[config.mk]
export PLATFORM = sky130hd
export DESIGN_NAME = id_ex_pipe_reg_flat
export DESIGN_NICKNAME = d
export VERILOG_FILES = /design/src/rtl/id_ex_pipe_reg_pkg.sv /design/src/rtl/id_ex_pipe_reg_if.sv /design/src/rtl/id_ex_pipe_reg_hazard_detect.sv /design/src/rtl/id_ex_pipe_reg.sv /design/src/flat_wrapper.sv
export SDC_FILE = /design/constraint.sdc
export NUM_CORES = 1
export LEC_CHECK = 0
export CORE_UTILIZATION = 30
export CTS_CLUSTER_DIAMETER = 30
export DETAILED_ROUTE_END_ITERATION = 6
export PLACE_DENSITY = 0.59
export SLEW_MARGIN = 20
export SYNTH_ARGS = -nofsm -noshare
export SYNTH_HDL_FRONTEND = slang
export SYNTH_SLANG_ARGS = --single-unit
[constraint.sdc]
create_clock -name clk -period 2.8 [get_ports clk]
set_input_delay 0.7 -clock clk [delete_from_list [all_inputs] [get_ports clk]]
set_output_delay 0.7 -clock clk [all_outputs]
set_load 0.03 [all_outputs]
[src/rtl/id_ex_pipe_reg_pkg.sv]
// Shared pipeline definitions: default widths, ALU function codes and the
// control-bit bundle carried from ID through EX and EX/MEM.
package id_ex_pipe_reg_pkg;
  localparam int DEF_DATA_W  = 32;
  localparam int DEF_RADDR_W = 5;
  localparam int DEF_ALUFN_W = 4;
  localparam int DEF_PERF_W  = 16;
  localparam int SHAMT_W     = 5;

  typedef enum logic [DEF_ALUFN_W-1:0] {
    ALU_ADD = 4'd0, ALU_SUB = 4'd1, ALU_AND = 4'd2, ALU_OR  = 4'd3,
    ALU_XOR = 4'd4, ALU_NOR = 4'd5, ALU_SLT = 4'd6, ALU_SLL = 4'd7,
    ALU_SRL = 4'd8, ALU_SRA = 4'd9, ALU_LUI = 4'd10
  } alu_fn_e;

  // Bit order is shared with the decoder and EX/MEM; do not reorder.
  typedef struct packed {
    logic reg_write;
    logic mem_read;
    logic mem_write;
    logic mem_to_reg;
    logic branch;
  } ctrl_t;

  localparam int CTRL_W = $bits(ctrl_t);
endpackage

[src/rtl/id_ex_pipe_reg_if.sv]
// ID->EX stage bundle: decoded ID fields, WB write port, flush/hold controls
// in; registered EX fields, stall and perf counter out.
interface id_ex_pipe_reg_if
  import id_ex_pipe_reg_pkg::*;
#(
    parameter int DATA_W  = DEF_DATA_W,
    parameter int RADDR_W = DEF_RADDR_W,
    parameter int ALUFN_W = DEF_ALUFN_W,
    parameter int PERF_W  = DEF_PERF_W
);
    logic               ID_Valid;
    logic [SHAMT_W-1:0] ID_Shamt;
    logic               ID_ALUSrc1, ID_ALUSrc2;
    logic [DATA_W-1:0]  ID_RsVal, ID_RtVal, ID_Immediate;
    logic [ALUFN_W-1:0] ID_ALUFn;
    logic [RADDR_W-1:0] ID_Rs, ID_Rt, ID_Wr;
    logic               ID_UsesRs, ID_UsesRt;
    logic               ID_RegWrite, ID_MemRead, ID_MemWrite, ID_MemToReg, ID_Branch;
    logic               WB_RegWrite;
    logic [RADDR_W-1:0] WB_Wr;
    logic [DATA_W-1:0]  WB_Data;
    logic               Flush, Hold, Stall;

    logic               EX_Valid;
    logic [SHAMT_W-1:0] EX_Shamt;
    logic               EX_ALUSrc1, EX_ALUSrc2;
    logic [DATA_W-1:0]  EX_RsVal, EX_RtVal, EX_Immediate;
    logic [ALUFN_W-1:0] EX_ALUFn;
    logic [RADDR_W-1:0] EX_Rs, EX_Rt, EX_Wr;
    logic               EX_RegWrite, EX_MemRead, EX_MemWrite, EX_MemToReg, EX_Branch;
    logic [PERF_W-1:0]  BubbleCnt;

    modport master (
        output ID_Valid, ID_Shamt, ID_ALUSrc1, ID_ALUSrc2, ID_RsVal, ID_RtVal, ID_Immediate,
               ID_ALUFn, ID_Rs, ID_Rt, ID_Wr, ID_UsesRs, ID_UsesRt, ID_RegWrite, ID_MemRead,
               ID_MemWrite, ID_MemToReg, ID_Branch, WB_RegWrite, WB_Wr, WB_Data, Flush, Hold,
        input  Stall, EX_Valid, EX_Shamt, EX_ALUSrc1, EX_ALUSrc2, EX_RsVal, EX_RtVal,
               EX_Immediate, EX_ALUFn, EX_Rs, EX_Rt, EX_Wr, EX_RegWrite, EX_MemRead,
               EX_MemWrite, EX_MemToReg, EX_Branch, BubbleCnt
    );

    modport slave (
        input  ID_Valid, ID_Shamt, ID_ALUSrc1, ID_ALUSrc2, ID_RsVal, ID_RtVal, ID_Immediate,
               ID_ALUFn, ID_Rs, ID_Rt, ID_Wr, ID_UsesRs, ID_UsesRt, ID_RegWrite, ID_MemRead,
               ID_MemWrite, ID_MemToReg, ID_Branch, WB_RegWrite, WB_Wr, WB_Data, Flush, Hold,
        output Stall, EX_Valid, EX_Shamt, EX_ALUSrc1, EX_ALUSrc2, EX_RsVal, EX_RtVal,
               EX_Immediate, EX_ALUFn, EX_Rs, EX_Rt, EX_Wr, EX_RegWrite, EX_MemRead,
               EX_MemWrite, EX_MemToReg, EX_Branch, BubbleCnt
    );
endinterface

[src/rtl/id_ex_pipe_reg_hazard_detect.sv]
// Load-use hazard detection: an in-flight load in EX whose destination is a
// live source of the ID instruction. Purely combinational.
module id_ex_pipe_reg_hazard_detect #(
    parameter int RADDR_W = 5
) (
    input  logic               ex_valid,
    input  logic               ex_mem_read,
    input  logic [RADDR_W-1:0] ex_wr,
    input  logic               id_valid,
    input  logic               id_uses_rs,
    input  logic               id_uses_rt,
    input  logic [RADDR_W-1:0] id_rs,
    input  logic [RADDR_W-1:0] id_rt,
    input  logic               hold,
    output logic               load_use,
    output logic               stall
);
    always_comb begin
        load_use = ex_valid && ex_mem_read && (ex_wr != '0) && id_valid &&
                   ((id_uses_rs && (id_rs == ex_wr)) || (id_uses_rt && (id_rt == ex_wr)));
        stall    = load_use || hold;
    end
endmodule

[src/rtl/id_ex_pipe_reg.sv]
// ID->EX pipeline register with load-use bubble insertion, flush/hold
// handling, same-cycle WB bypass and a saturating bubble counter.
module id_ex_pipe_reg
  import id_ex_pipe_reg_pkg::*;
#(
    parameter int DATA_W  = DEF_DATA_W,
    parameter int RADDR_W = DEF_RADDR_W,
    parameter int ALUFN_W = DEF_ALUFN_W,
    parameter int PERF_W  = DEF_PERF_W
) (
    input logic clk,
    input logic rst_n,
    id_ex_pipe_reg_if.slave io
);
    ctrl_t id_ctrl, ex_ctrl;
    logic  load_use, flush_pend;
    logic  hit_id_rs, hit_id_rt, hit_ex_rs, hit_ex_rt;

    function automatic logic wb_hit(input logic we, input logic [RADDR_W-1:0] wr,
                                    input logic [RADDR_W-1:0] idx);
        return we && (wr != '0) && (wr == idx);
    endfunction

    assign hit_id_rs = wb_hit(io.WB_RegWrite, io.WB_Wr, io.ID_Rs);
    assign hit_id_rt = wb_hit(io.WB_RegWrite, io.WB_Wr, io.ID_Rt);
    assign hit_ex_rs = wb_hit(io.WB_RegWrite, io.WB_Wr, io.EX_Rs);
    assign hit_ex_rt = wb_hit(io.WB_RegWrite, io.WB_Wr, io.EX_Rt);

    assign id_ctrl = '{reg_write:  io.ID_RegWrite, mem_read: io.ID_MemRead,
                       mem_write:  io.ID_MemWrite, mem_to_reg: io.ID_MemToReg,
                       branch:     io.ID_Branch};

    assign io.EX_RegWrite = ex_ctrl.reg_write;
    assign io.EX_MemRead  = ex_ctrl.mem_read;
    assign io.EX_MemWrite = ex_ctrl.mem_write;
    assign io.EX_MemToReg = ex_ctrl.mem_to_reg;
    assign io.EX_Branch   = ex_ctrl.branch;

    id_ex_pipe_reg_hazard_detect #(.RADDR_W(RADDR_W)) u_hazard (
        .ex_valid   (io.EX_Valid),
        .ex_mem_read(ex_ctrl.mem_read),
        .ex_wr      (io.EX_Wr),
        .id_valid   (io.ID_Valid),
        .id_uses_rs (io.ID_UsesRs),
        .id_uses_rt (io.ID_UsesRt),
        .id_rs      (io.ID_Rs),
        .id_rt      (io.ID_Rt),
        .hold       (io.Hold),
        .load_use   (load_use),
        .stall      (io.Stall)
    );

    // Bubbles only clear valid/control; stale data fields are harmless behind EX_Valid=0.
    always_ff @(posedge clk or negedge rst_n) begin
        if (!rst_n) begin
            io.EX_Valid     <= 1'b0;
            io.EX_Shamt     <= '0;
            io.EX_ALUSrc1   <= 1'b0;
            io.EX_ALUSrc2   <= 1'b0;
            io.EX_RsVal     <= '0;
            io.EX_RtVal     <= '0;
            io.EX_Immediate <= '0;
            io.EX_ALUFn     <= '0;
            io.EX_Rs        <= '0;
            io.EX_Rt        <= '0;
            io.EX_Wr        <= '0;
            ex_ctrl         <= '0;
            flush_pend      <= 1'b0;
            io.BubbleCnt    <= '0;
        end else if (io.Hold) begin
            if (io.Flush) flush_pend <= 1'b1;
            if (hit_ex_rs) io.EX_RsVal <= io.WB_Data;
            if (hit_ex_rt) io.EX_RtVal <= io.WB_Data;
        end else if (io.Flush || flush_pend) begin
            io.EX_Valid <= 1'b0;
            ex_ctrl     <= '0;
            flush_pend  <= 1'b0;
        end else if (load_use) begin
            io.EX_Valid <= 1'b0;
            ex_ctrl     <= '0;
            if (!(&io.BubbleCnt)) io.BubbleCnt <= io.BubbleCnt + 1'b1;
        end else begin
            io.EX_Valid     <= io.ID_Valid;
            io.EX_Shamt     <= io.ID_Shamt;
            io.EX_ALUSrc1   <= io.ID_ALUSrc1;
            io.EX_ALUSrc2   <= io.ID_ALUSrc2;
            io.EX_RsVal     <= hit_id_rs ? io.WB_Data : io.ID_RsVal;
            io.EX_RtVal     <= hit_id_rt ? io.WB_Data : io.ID_RtVal;
            io.EX_Immediate <= io.ID_Immediate;
            io.EX_ALUFn     <= io.ID_ALUFn;
            io.EX_Rs        <= io.ID_Rs;
            io.EX_Rt        <= io.ID_Rt;
            io.EX_Wr        <= io.ID_Wr;
            ex_ctrl         <= io.ID_Valid ? id_ctrl : '0;
        end
    end
endmodule

[src/flat_wrapper.sv]
// flat-port wrapper written by rule: the top's interface ports become plain ports
module id_ex_pipe_reg_flat import id_ex_pipe_reg_pkg::*;
#(
    parameter int DATA_W  = DEF_DATA_W,
    parameter int RADDR_W = DEF_RADDR_W,
    parameter int ALUFN_W = DEF_ALUFN_W,
    parameter int PERF_W  = DEF_PERF_W
)
  (clk, rst_n, io_ID_Valid, io_ID_Shamt, io_ID_ALUSrc1, io_ID_ALUSrc2, io_ID_RsVal, io_ID_RtVal, io_ID_Immediate, io_ID_ALUFn, io_ID_Rs, io_ID_Rt, io_ID_Wr, io_ID_UsesRs, io_ID_UsesRt, io_ID_RegWrite, io_ID_MemRead, io_ID_MemWrite, io_ID_MemToReg, io_ID_Branch, io_WB_RegWrite, io_WB_Wr, io_WB_Data, io_Flush, io_Hold, io_Stall, io_EX_Valid, io_EX_Shamt, io_EX_ALUSrc1, io_EX_ALUSrc2, io_EX_RsVal, io_EX_RtVal, io_EX_Immediate, io_EX_ALUFn, io_EX_Rs, io_EX_Rt, io_EX_Wr, io_EX_RegWrite, io_EX_MemRead, io_EX_MemWrite, io_EX_MemToReg, io_EX_Branch, io_BubbleCnt);
  id_ex_pipe_reg_if #(.DATA_W(DATA_W), .RADDR_W(RADDR_W), .ALUFN_W(ALUFN_W), .PERF_W(PERF_W)) io_i ();
  input logic clk;
  input logic rst_n;
  input wire logic [$bits(io_i.ID_Valid)-1:0] io_ID_Valid;
  input wire logic [$bits(io_i.ID_Shamt)-1:0] io_ID_Shamt;
  input wire logic [$bits(io_i.ID_ALUSrc1)-1:0] io_ID_ALUSrc1;
  input wire logic [$bits(io_i.ID_ALUSrc2)-1:0] io_ID_ALUSrc2;
  input wire logic [$bits(io_i.ID_RsVal)-1:0] io_ID_RsVal;
  input wire logic [$bits(io_i.ID_RtVal)-1:0] io_ID_RtVal;
  input wire logic [$bits(io_i.ID_Immediate)-1:0] io_ID_Immediate;
  input wire logic [$bits(io_i.ID_ALUFn)-1:0] io_ID_ALUFn;
  input wire logic [$bits(io_i.ID_Rs)-1:0] io_ID_Rs;
  input wire logic [$bits(io_i.ID_Rt)-1:0] io_ID_Rt;
  input wire logic [$bits(io_i.ID_Wr)-1:0] io_ID_Wr;
  input wire logic [$bits(io_i.ID_UsesRs)-1:0] io_ID_UsesRs;
  input wire logic [$bits(io_i.ID_UsesRt)-1:0] io_ID_UsesRt;
  input wire logic [$bits(io_i.ID_RegWrite)-1:0] io_ID_RegWrite;
  input wire logic [$bits(io_i.ID_MemRead)-1:0] io_ID_MemRead;
  input wire logic [$bits(io_i.ID_MemWrite)-1:0] io_ID_MemWrite;
  input wire logic [$bits(io_i.ID_MemToReg)-1:0] io_ID_MemToReg;
  input wire logic [$bits(io_i.ID_Branch)-1:0] io_ID_Branch;
  input wire logic [$bits(io_i.WB_RegWrite)-1:0] io_WB_RegWrite;
  input wire logic [$bits(io_i.WB_Wr)-1:0] io_WB_Wr;
  input wire logic [$bits(io_i.WB_Data)-1:0] io_WB_Data;
  input wire logic [$bits(io_i.Flush)-1:0] io_Flush;
  input wire logic [$bits(io_i.Hold)-1:0] io_Hold;
  output wire logic [$bits(io_i.Stall)-1:0] io_Stall;
  output wire logic [$bits(io_i.EX_Valid)-1:0] io_EX_Valid;
  output wire logic [$bits(io_i.EX_Shamt)-1:0] io_EX_Shamt;
  output wire logic [$bits(io_i.EX_ALUSrc1)-1:0] io_EX_ALUSrc1;
  output wire logic [$bits(io_i.EX_ALUSrc2)-1:0] io_EX_ALUSrc2;
  output wire logic [$bits(io_i.EX_RsVal)-1:0] io_EX_RsVal;
  output wire logic [$bits(io_i.EX_RtVal)-1:0] io_EX_RtVal;
  output wire logic [$bits(io_i.EX_Immediate)-1:0] io_EX_Immediate;
  output wire logic [$bits(io_i.EX_ALUFn)-1:0] io_EX_ALUFn;
  output wire logic [$bits(io_i.EX_Rs)-1:0] io_EX_Rs;
  output wire logic [$bits(io_i.EX_Rt)-1:0] io_EX_Rt;
  output wire logic [$bits(io_i.EX_Wr)-1:0] io_EX_Wr;
  output wire logic [$bits(io_i.EX_RegWrite)-1:0] io_EX_RegWrite;
  output wire logic [$bits(io_i.EX_MemRead)-1:0] io_EX_MemRead;
  output wire logic [$bits(io_i.EX_MemWrite)-1:0] io_EX_MemWrite;
  output wire logic [$bits(io_i.EX_MemToReg)-1:0] io_EX_MemToReg;
  output wire logic [$bits(io_i.EX_Branch)-1:0] io_EX_Branch;
  output wire logic [$bits(io_i.BubbleCnt)-1:0] io_BubbleCnt;
  assign io_i.ID_Valid = io_ID_Valid;
  assign io_i.ID_Shamt = io_ID_Shamt;
  assign io_i.ID_ALUSrc1 = io_ID_ALUSrc1;
  assign io_i.ID_ALUSrc2 = io_ID_ALUSrc2;
  assign io_i.ID_RsVal = io_ID_RsVal;
  assign io_i.ID_RtVal = io_ID_RtVal;
  assign io_i.ID_Immediate = io_ID_Immediate;
  assign io_i.ID_ALUFn = io_ID_ALUFn;
  assign io_i.ID_Rs = io_ID_Rs;
  assign io_i.ID_Rt = io_ID_Rt;
  assign io_i.ID_Wr = io_ID_Wr;
  assign io_i.ID_UsesRs = io_ID_UsesRs;
  assign io_i.ID_UsesRt = io_ID_UsesRt;
  assign io_i.ID_RegWrite = io_ID_RegWrite;
  assign io_i.ID_MemRead = io_ID_MemRead;
  assign io_i.ID_MemWrite = io_ID_MemWrite;
  assign io_i.ID_MemToReg = io_ID_MemToReg;
  assign io_i.ID_Branch = io_ID_Branch;
  assign io_i.WB_RegWrite = io_WB_RegWrite;
  assign io_i.WB_Wr = io_WB_Wr;
  assign io_i.WB_Data = io_WB_Data;
  assign io_i.Flush = io_Flush;
  assign io_i.Hold = io_Hold;
  assign io_Stall = io_i.Stall;
  assign io_EX_Valid = io_i.EX_Valid;
  assign io_EX_Shamt = io_i.EX_Shamt;
  assign io_EX_ALUSrc1 = io_i.EX_ALUSrc1;
  assign io_EX_ALUSrc2 = io_i.EX_ALUSrc2;
  assign io_EX_RsVal = io_i.EX_RsVal;
  assign io_EX_RtVal = io_i.EX_RtVal;
  assign io_EX_Immediate = io_i.EX_Immediate;
  assign io_EX_ALUFn = io_i.EX_ALUFn;
  assign io_EX_Rs = io_i.EX_Rs;
  assign io_EX_Rt = io_i.EX_Rt;
  assign io_EX_Wr = io_i.EX_Wr;
  assign io_EX_RegWrite = io_i.EX_RegWrite;
  assign io_EX_MemRead = io_i.EX_MemRead;
  assign io_EX_MemWrite = io_i.EX_MemWrite;
  assign io_EX_MemToReg = io_i.EX_MemToReg;
  assign io_EX_Branch = io_i.EX_Branch;
  assign io_BubbleCnt = io_i.BubbleCnt;
  id_ex_pipe_reg #(.DATA_W(DATA_W), .RADDR_W(RADDR_W), .ALUFN_W(ALUFN_W), .PERF_W(PERF_W)) u_core (.clk(clk), .rst_n(rst_n), .io(io_i));
endmodule
; ---- Yosys cells after proc, flatten, opt, wreduce, memory -nomap -nowiden
; Cells that the tools add are included.
; Widths: inputs -> output; s select.
[classes]
reduce_logical = 23
n_mux = 18
n_bitwise = 4
add_sub_neg = 1
n_eq_ne = 11
[ops]
columns = cell, n
row1 = $mux 32, 10
row2 = $eq 5x5->1, 6
row3 = $add 16x1->16 const B, 1
row4 = $reduce_and 16->1, 1
row5 = $mux 5, 3
row6 = $logic_and 1x1->1, 11
row7 = $reduce_bool 5->1, 2
row8 = $reduce_and 3->1, 3
row9 = $ne 2x2->1 const B, 3
row10 = $mux 1, 5
row11 = $ne 2x1->1 const B, 2
row12 = $not 1->1, 4
row13 = $reduce_and 4->1, 1
row14 = $logic_or 1x1->1, 3
row15 = $reduce_and 2->1, 1
row16 = $reduce_bool 2->1, 1
[totals]
out_inout_bits = 145
reg_bits = 145
in_bits = 172

; ---- Depth between registers and ports, before layout
; Gate-level depths: netlist of the first run.
[logic_depth]
ltp_word = 7
mapped_depth = 9
depth_no_buf = 7

; ---- By module
; A second synthesis of the first run with hierarchy kept.
[hier_totals]
hier_cells = 536
hier_area_um2 = 6533.8
[by_module_without_submodules]
columns = mod, area_each_um2, instances, cells_each
row1 = id_ex_pipe_reg, 6384.9, 1, 518
row2 = id_ex_pipe_reg_hazard_detect, 148.9, 1, 18

; ---- Least setup slack after synthesis of the first run
; OpenSTA, ideal clock, no wires.
[synth_timing]
path_kind = input to register
start = input io_WB_Wr[2]
end = register u_core.io.EX_RsVal[10]
cell_stages = 8
arrival_ns = 2.237
t_required_ns = 2.675
setup_slack_ns = 0.438
setup_time_ns = 0.125
cell_sequence = buf_2 -> or4_1 -> o21a_1 -> a41o_1 -> buf_2 -> buf_4 -> mux2i_1 -> a21oi_1
[synth_between]
elab_chain_cells = 7
word_cells_on_any_way = 12
classes_between = eq/ne: 3 / mux: 4 / reduce/logical: 5
[synth_lines]
columns = item, line_no
row1 = from (decl), flat_wrapper.sv:32  ; input wire logic [$bits(io_i.WB_Wr)-1:0] io_WB_Wr;
row2 = $reduce_bool 5->1, id_ex_pipe_reg.sv:21  ; return we && (wr != '0) && (wr == idx);
row3 = $logic_and 1x1->1 (2 in series), id_ex_pipe_reg.sv:21
row4 = $mux 32, id_ex_pipe_reg.sv:87  ; io.EX_RsVal <= hit_id_rs ? io.WB_Data : io.ID_RsVal;
row5 = $mux 32, id_ex_pipe_reg.sv:78  ; end else if (load_use) begin
row6 = $mux 32, id_ex_pipe_reg.sv:74  ; end else if (io.Flush || flush_pend) begin
row7 = $mux 32, id_ex_pipe_reg.sv:70  ; end else if (io.Hold) begin
row8 = to (signal assigned), id_ex_pipe_reg.sv:72  ; if (hit_ex_rs) io.EX_RsVal <= io.WB_Data;
row9 = to (signal assigned), id_ex_pipe_reg.sv:87
row10 = to (decl), id_ex_pipe_reg_if.sv:46  ; output Stall, EX_Valid, EX_Shamt, EX_ALUSrc1, EX_ALUSrc2, EX_RsVal, EX_RtVal,
; Several ways; a longest one is shown, not always the timed one. The select of a mux whose other input is x is not followed.
; A chain may end at the register's enable or synchronous reset.

; ---- Worst setup path in the final report of the first run
[layout_timing]
start = input io_ID_Rs[1]
end = output io_Stall
[layout_between]
elab_chain_cells = 5
[layout_lines]
columns = item, line_no
row1 = from (decl), flat_wrapper.sv:21  ; input wire logic [$bits(io_i.ID_Rs)-1:0] io_ID_Rs;
row2 = $eq 5x5->1, id_ex_pipe_reg_hazard_detect.sv:20  ; ((id_uses_rs && (id_rs == ex_wr)) || (id_uses_rt && (id_rt == ex_wr)));
row3 = $logic_and 1x1->1, id_ex_pipe_reg_hazard_detect.sv:20
row4 = $logic_or 1x1->1, id_ex_pipe_reg_hazard_detect.sv:20
row5 = $logic_and 1x1->1, id_ex_pipe_reg_hazard_detect.sv:19  ; load_use = ex_valid && ex_mem_read && (ex_wr != '0) && id_valid &&
row6 = $logic_or 1x1->1, id_ex_pipe_reg_hazard_detect.sv:21  ; stall = load_use || hold;
row7 = to (decl), flat_wrapper.sv:36  ; output wire logic [$bits(io_i.Stall)-1:0] io_Stall;
; No other way between the ends.

==> results.toml, run 1 <==
[synthesis]
syn_area_sq_mm = 0.00665
yosysSeqAreaShare_pct = 54.6
synth_top_area_cell = "dfrtp_1"
synth_top_cell_area_share_pct = 54.6
synthCells = 556
synth_nets = 729
yosysWarningCount = 0
ys_ff_latch = 145
synth.distinct_cells = 33
yosys-top-cells-area = "dfrtp_1 55%, mux2_2 10%, mux2i_1 9.6%"
avgSynthCellArea_sq_um = 12.0

[pwr]
power_density_mw_per_mm2 = 682
clkPwrFrac_pct = 30.4
power_switching_share_pct = 33.7
comb_power_share_pct = 34.0
peakVddDrop_uv = 374
sequentialPowerShare_pct = 35.6
switchingPower_mw = 2.54
intPower_mw = 4.99
finalPower_mw = 7.53
p_leak_nw = 4.61

[routing]
vias = 5516
via_per_inst = 4.65
wl_per_cell_um = 17.9
drtIter0Drc = 159
drt_first_pass_iters = 4
drt-total-wl_um = 21200
antenna_left = 0
drc = 0

[sta]
finalCritPeriodShare_pct = 96.2
holdWs_ns = 0.254
period_minus_slack_ns = 2.69
tightest_slew_ns = 0.693
setup_viol = 0
finalWorstSetupSlack_ns = 0.105
final.setup.tns_ns = 0
skew_ns = 0.0121
max_freq_ghz = 0.371
finalHoldViolations = 0
slew_viol_final = 0
slew_headroom_pct = 53.4

[clock_network]
clkSlewWorstSetupHoldPaths_ns = 0.07
cts_tree = "done"
postCtsHoldBufs = 0
clockRootBuffer = "clkbuf_16"
clock_sinks = 145
cts_made_buffers = 17
clock_latency_ns = 0.42
clock_path_buffers = 2
htreeDepth = 4

[placement]
post-place-ws_ns = -0.0627
dp_hpwl_um = 15400
io_buffers = 316
placement.cell_area_sq_mm = 0.0104
dp_cells = 1155
routabilityCongestion = 0.767

[setup_path]
r2r_slack_ns = 0.62
required_ns = 2.10
path_delay_family = "buffers and inverters"
slowest_delay_ns = 0.50
startpoint = "io_ID_Rs[1]"
reg2reg_depth = 7
endpoint_kind = "output port"
slowest_stage = "clkdlybuf4s50_1"
worstPathArrival_ns = 1.99
critPathMaxFanout = 3
path_cells = "clkdlybuf4s50_1 -> xnor2_1 -> nand4_1 -> o22ai_2 -> nand2_2 -> nand2b_1 -> buf_6"
r2r_end = "u_core.io.BubbleCnt[1]"
critPathKind = "input pin to output port"
cp-start-kind = "input pin"
r2r-start = "u_core.io.BubbleCnt[0]"
crit_buf_inv = 2

[floorplanning]
rows = 54
io_pins = 317
die_w_um = 151
initial_utilization_pct = 30.6
core_sq_mm = 0.0218
fp.dieH_um = 151
dieArea_sq_mm = 0.0228

[global_route]
met2_usage_pct = 30.8
grt.total_usage_pct = 18.9
grt.met3_usage_pct = 4.85
grt_start_max_net_pins = 58
grt_antenna_before_repair = 0
grt_pass1_wl_um = 32700
overflow = 0
gr-usage-met1_pct = 24.8
grt_pass1_vias = 5802
top_usage_layer = "met2"

[status]
status = "finished clean"

[layout]
layout_common_cells = "310 x clkdlybuf4s50_1, 145 x dfrtp_1, 74 x nor3_1, 65 x a21oi_1, 64 x mux2i_1"
layout-drive-gt1-share_pct = 16.1
antenna_cells = 0
fin_util_pct = 50.7
final_nets = 1067
syn_to_final_growth_pct = 65.9
final_area_sq_mm = 0.0110
layout.cells.most_common = "clkdlybuf4s50_1"
layoutNonFillerInstCount = 1187

[run]
maxCapViolCount = 0

[min_path]
hold_class = "input pin to asynchronous set/reset pin"
-- registers in the layout (all words and copies together), names as in the netlist, 4 cells and up --
signal	flops
u_core.io.EX_RtVal	32
u_core.io.EX_Wr	5
u_core.io.EX_RsVal	32
u_core.io.EX_Immediate	32
u_core.io.BubbleCnt	16
u_core.io.EX_ALUFn	4
u_core.io.EX_Rs	5
u_core.io.EX_Rt	5
u_core.io.EX_Shamt	5
-- metal layers --
metal,vias to the layer above,wire length [um]
met5,-,0
met4,0,255
met3,20,1430
met2,182,10200
met1,2641,9320
li1,2673,-
-- area by class of cell --
type	instances	area, sq um
well taps	280	350
clock buffers	21	470
inverters	5	18.8
fillers	1977	10700
flip-flops and latches	145	3630
clock inverters	11	116
repair buffers	361	3650
multi-input cells	364	2800
-- power groups by stage --
stage | logic [mW] | clock network, mW | registers, mW
finish | 2.56 | 2.29 | 2.68
floorplan | 0.583 | 0 | 3.42
global placement | 2.57 | 0 | 2.71
CTS | 2.59 | 2.34 | 2.68
global route | 2.71 | 2.43 | 2.73
detailed placement | 2.58 | 0 | 2.71
-- cells in the mapped netlist --
library cell and n:
buf_4 6, inv_1 5, nor4b_1 1, nor4_1 3
mux2_2 59, buf_6 7, xnor2_1 25, nand2b_1 1
nor2_1 5, or2_1 3, a32o_1 5, clkbuf_1 19
or3_1 1, dfrtp_1 145, nand4_1 6, and3_1 1
xor2_1 19, a22o_1 1, or4_1 2, a21oi_1 66
o31ai_1 1, mux2i_1 64, nor3_1 74, nand2_2 1
nand2_1 10, ha_1 1, nor4_2 2, o21a_1 2
o22ai_1 1, buf_2 10, a41o_1 2, nand3_1 7
or2_2 1
-- repair_timing --
item                                    CTS  global route
gates resized for setup                   1             6
endpoints found under the setup margin    1             1
pin swaps                                 1             3
endpoints found under the hold margin     0             0
setup buffers                             0             0
-- cell families after synthesis --
group | after synthesis | synth area share [%]
flip-flops | 145 | 54.6
multiplexers | 123 | 19.6
AND/OR/NAND/NOR | 118 | 9.28
AO/OA/AOI/OAI | 78 | 6.59
buffers and inverters | 47 | 3.97
XOR/XNOR | 44 | 5.79
adder cells (fa/ha/maj) | 1 | 0.188
-- worst max-delay path by stage --
stage,to,slack [ns],cells after the start
floorplan,u_core.io.EX_RsVal[10],0.44,8
global placement,io_Stall,-0.05,7
detailed placement,io_Stall,-0.06,7
CTS,io_Stall,0.03,7
global route,io_Stall,-0.003,7
finish,io_Stall,0.11,7
No activity file was read; power rests on OpenSTA's default activity.
==> run 2, diff against run 1 <==
--- a/config.mk
+++ b/config.mk
@@ -8,6 +8,7 @@
 export CORE_UTILIZATION = 30
 export CTS_CLUSTER_DIAMETER = 30
 export DETAILED_ROUTE_END_ITERATION = 6
+export MAX_ROUTING_LAYER = met4
 export PLACE_DENSITY = 0.59
 export SLEW_MARGIN = 20
 export SYNTH_ARGS = -nofsm -noshare
==> run 2 against run 1 <==
Via count rose by 0.16%. Wire length fell by 0.11%. Register-to-register slack improved by 0.02 ns. Non-clock buffer count did not move. Critical endpoint unchanged. Cell count did not move. Worst setup slack improved by 0.0038 ns. Sequential share of layout area did not move. Highest routed layer unchanged. Critical path depth did not move. Clock power barely moved. Combinational power barely moved. Count of clock-buffer cells in the layout did not move. Sequential power barely moved.
==> results.toml, run 2 (synthesis results as in run 1) <==
[status]
status = "finished clean"

[floorplanning]
core_sq_mm = 0.0218
fp.dieH_um = 151
dieArea_sq_mm = 0.0228
io_pins = 317
die_w_um = 151
rows = 54
initial_utilization_pct = 30.6

[sta]
tightest_slew_ns = 0.682
finalCritPeriodShare_pct = 96.1
setup_viol = 0
slew_headroom_pct = 54.1
final.setup.tns_ns = 0
period_minus_slack_ns = 2.69
slew_viol_final = 0
skew_ns = 0.0111
max_freq_ghz = 0.372
finalHoldViolations = 0

[layout]
layoutNonFillerInstCount = 1187
layout-drive-gt1-share_pct = 16.1
final_area_sq_mm = 0.0110
antenna_cells = 0
layout.cells.most_common = "clkdlybuf4s50_1"
fin_util_pct = 50.7
layout_common_cells = "310 x clkdlybuf4s50_1, 145 x dfrtp_1, 74 x nor3_1, 65 x a21oi_1, 64 x mux2i_1"
final_nets = 1067
largestRegisters = "u_core.io.EX_Immediate (32), u_core.io.EX_RsVal (32), u_core.io.EX_RtVal (32)"
syn_to_final_growth_pct = 65.9
n_fill_cell = 1977

[setup_path]
path_delay_family = "buffers and inverters"
slowest_stage = "clkdlybuf4s50_1"
path_cells = "clkdlybuf4s50_1 -> xnor2_1 -> nand4_1 -> o22ai_2 -> nand2_2 -> nand2b_1 -> buf_6"
slowest_delay_ns = 0.53
r2r_end = "u_core.io.BubbleCnt[1]"
r2r-start = "u_core.io.BubbleCnt[0]"
critPathKind = "input pin to output port"
worstPathArrival_ns = 1.99
r2r_slack_ns = 0.64
critPathMaxFanout = 3
crit_buf_inv = 2
required_ns = 2.10
reg2reg_depth = 7
endpoint_kind = "output port"
cp-start-kind = "input pin"

[routing]
vias = 5525
wl_per_cell_um = 17.8
via_per_inst = 4.65
antenna_left = 0
drt_first_pass_iters = 4
drc = 0
drt-total-wl_um = 21200
drtIter0Drc = 160

[placement]
placement.cell_area_sq_mm = 0.0104
routabilityCongestion = 0.777
io_buffers = 316
dp_cells = 1155
dp_hpwl_um = 15400

[clock_network]
clkSlewWorstSetupHoldPaths_ns = 0.07
cts_made_buffers = 17
clock_sinks = 145
postCtsHoldBufs = 0
post_cts_buffers = 0
cts_tree = "done"
clockRootBuffer = "clkbuf_16"
htreeDepth = 4
clock_latency_ns = 0.42
clock_path_buffers = 2

[global_route]
grt_antenna_before_repair = 0
grt_start_max_net_pins = 58
overflow = 0
grt.total_usage_pct = 19.5
grt_pass1_vias = 5813
grt_pass1_wl_um = 32700

[pwr]
peakVddDrop_uv = 373
finalPower_mw = 7.52
power_density_mw_per_mm2 = 682
p_leak_nw = 4.61

[run]
maxCapViolCount = 0

[min_path]
hold_class = "input pin to asynchronous set/reset pin"
==> run 2: cell counts in the layout (fill, tap and decap cells not counted) <==
Identical to the previous run, type by type.
==> run 2: worst reg2reg max path: stages, from the launching register on <==
cell	delay, ns
dfrtp_1	0.42
ha_1	0.24
nand4_1	0.10
nor4_1	0.59
nor2_1	0.08
nand3_1	0.10
buf_4	0.17
mux2_2	0.34
==> run 2: how the worst max path moves through the flow <==
stage                startpoint                endpoint  slack [ns]  cells past startpoint
CTS                 io_ID_Rt[2]                io_Stall        0.03                      7
global placement    io_ID_Rt[2]                io_Stall       -0.05                      7
finish              io_ID_Rs[3]                io_Stall        0.11                      7
detailed placement  io_ID_Rt[2]                io_Stall       -0.06                      7
global route        io_ID_Rs[0]                io_Stall      -0.003                      7
floorplan           io_WB_Wr[2]  u_core.io.EX_RsVal[10]        0.44                      8
==> run 2: stage by stage <==
| stage | worst slack (ns) | hold WS, ns |
|---|---|---|
| 2_1_floorplan | 0.438 | 0.404 |
| 3_3_place_gp | -0.0512 | 0.471 |
| 3_5_place_dp | -0.0627 | 0.480 |
| 4_1_cts | 0.0274 | 0.262 |
| 5_1_grt | -0.00295 | 0.280 |
| 6_report | 0.109 | 0.251 |
==> run 2: repair_timing <==
action	CTS	global route
gates resized for setup	1	6
setup endpoints to repair	1	1
pin swaps	1	3
==> run 2: metal layers <==
metal / part of all wire, % / vias up / GRT usage (%)
li1: - / 2674 / -
met4: 1.2 / 0 / 5.50
met2: 48 / 189 / 30.7
met1: 45 / 2643 / 25.5
met3: 5.7 / 19 / 3.83
met5: 0 / - / -
==> run 2: where the power goes <==
group	switching, mW	total (mW)	internal [mW]
logic	1.34	2.56	1.22
registers	0.224	2.68	2.46
clock network	0.966	2.28	1.32
total	2.53	7.52	4.99
==> run 2: layout make-up <==
type	instances	area (sq um)	area share (%)
Clock buffer	21	470	4.26
Clock inverter	11	116	1.05
Inverter	5	18.8	0.170
Multi-Input combinational cell	364	2800	25.4
Sequential cell	145	3630	32.9
Tap cell	280	350	3.18
Timing Repair Buffer	361	3650	33.1
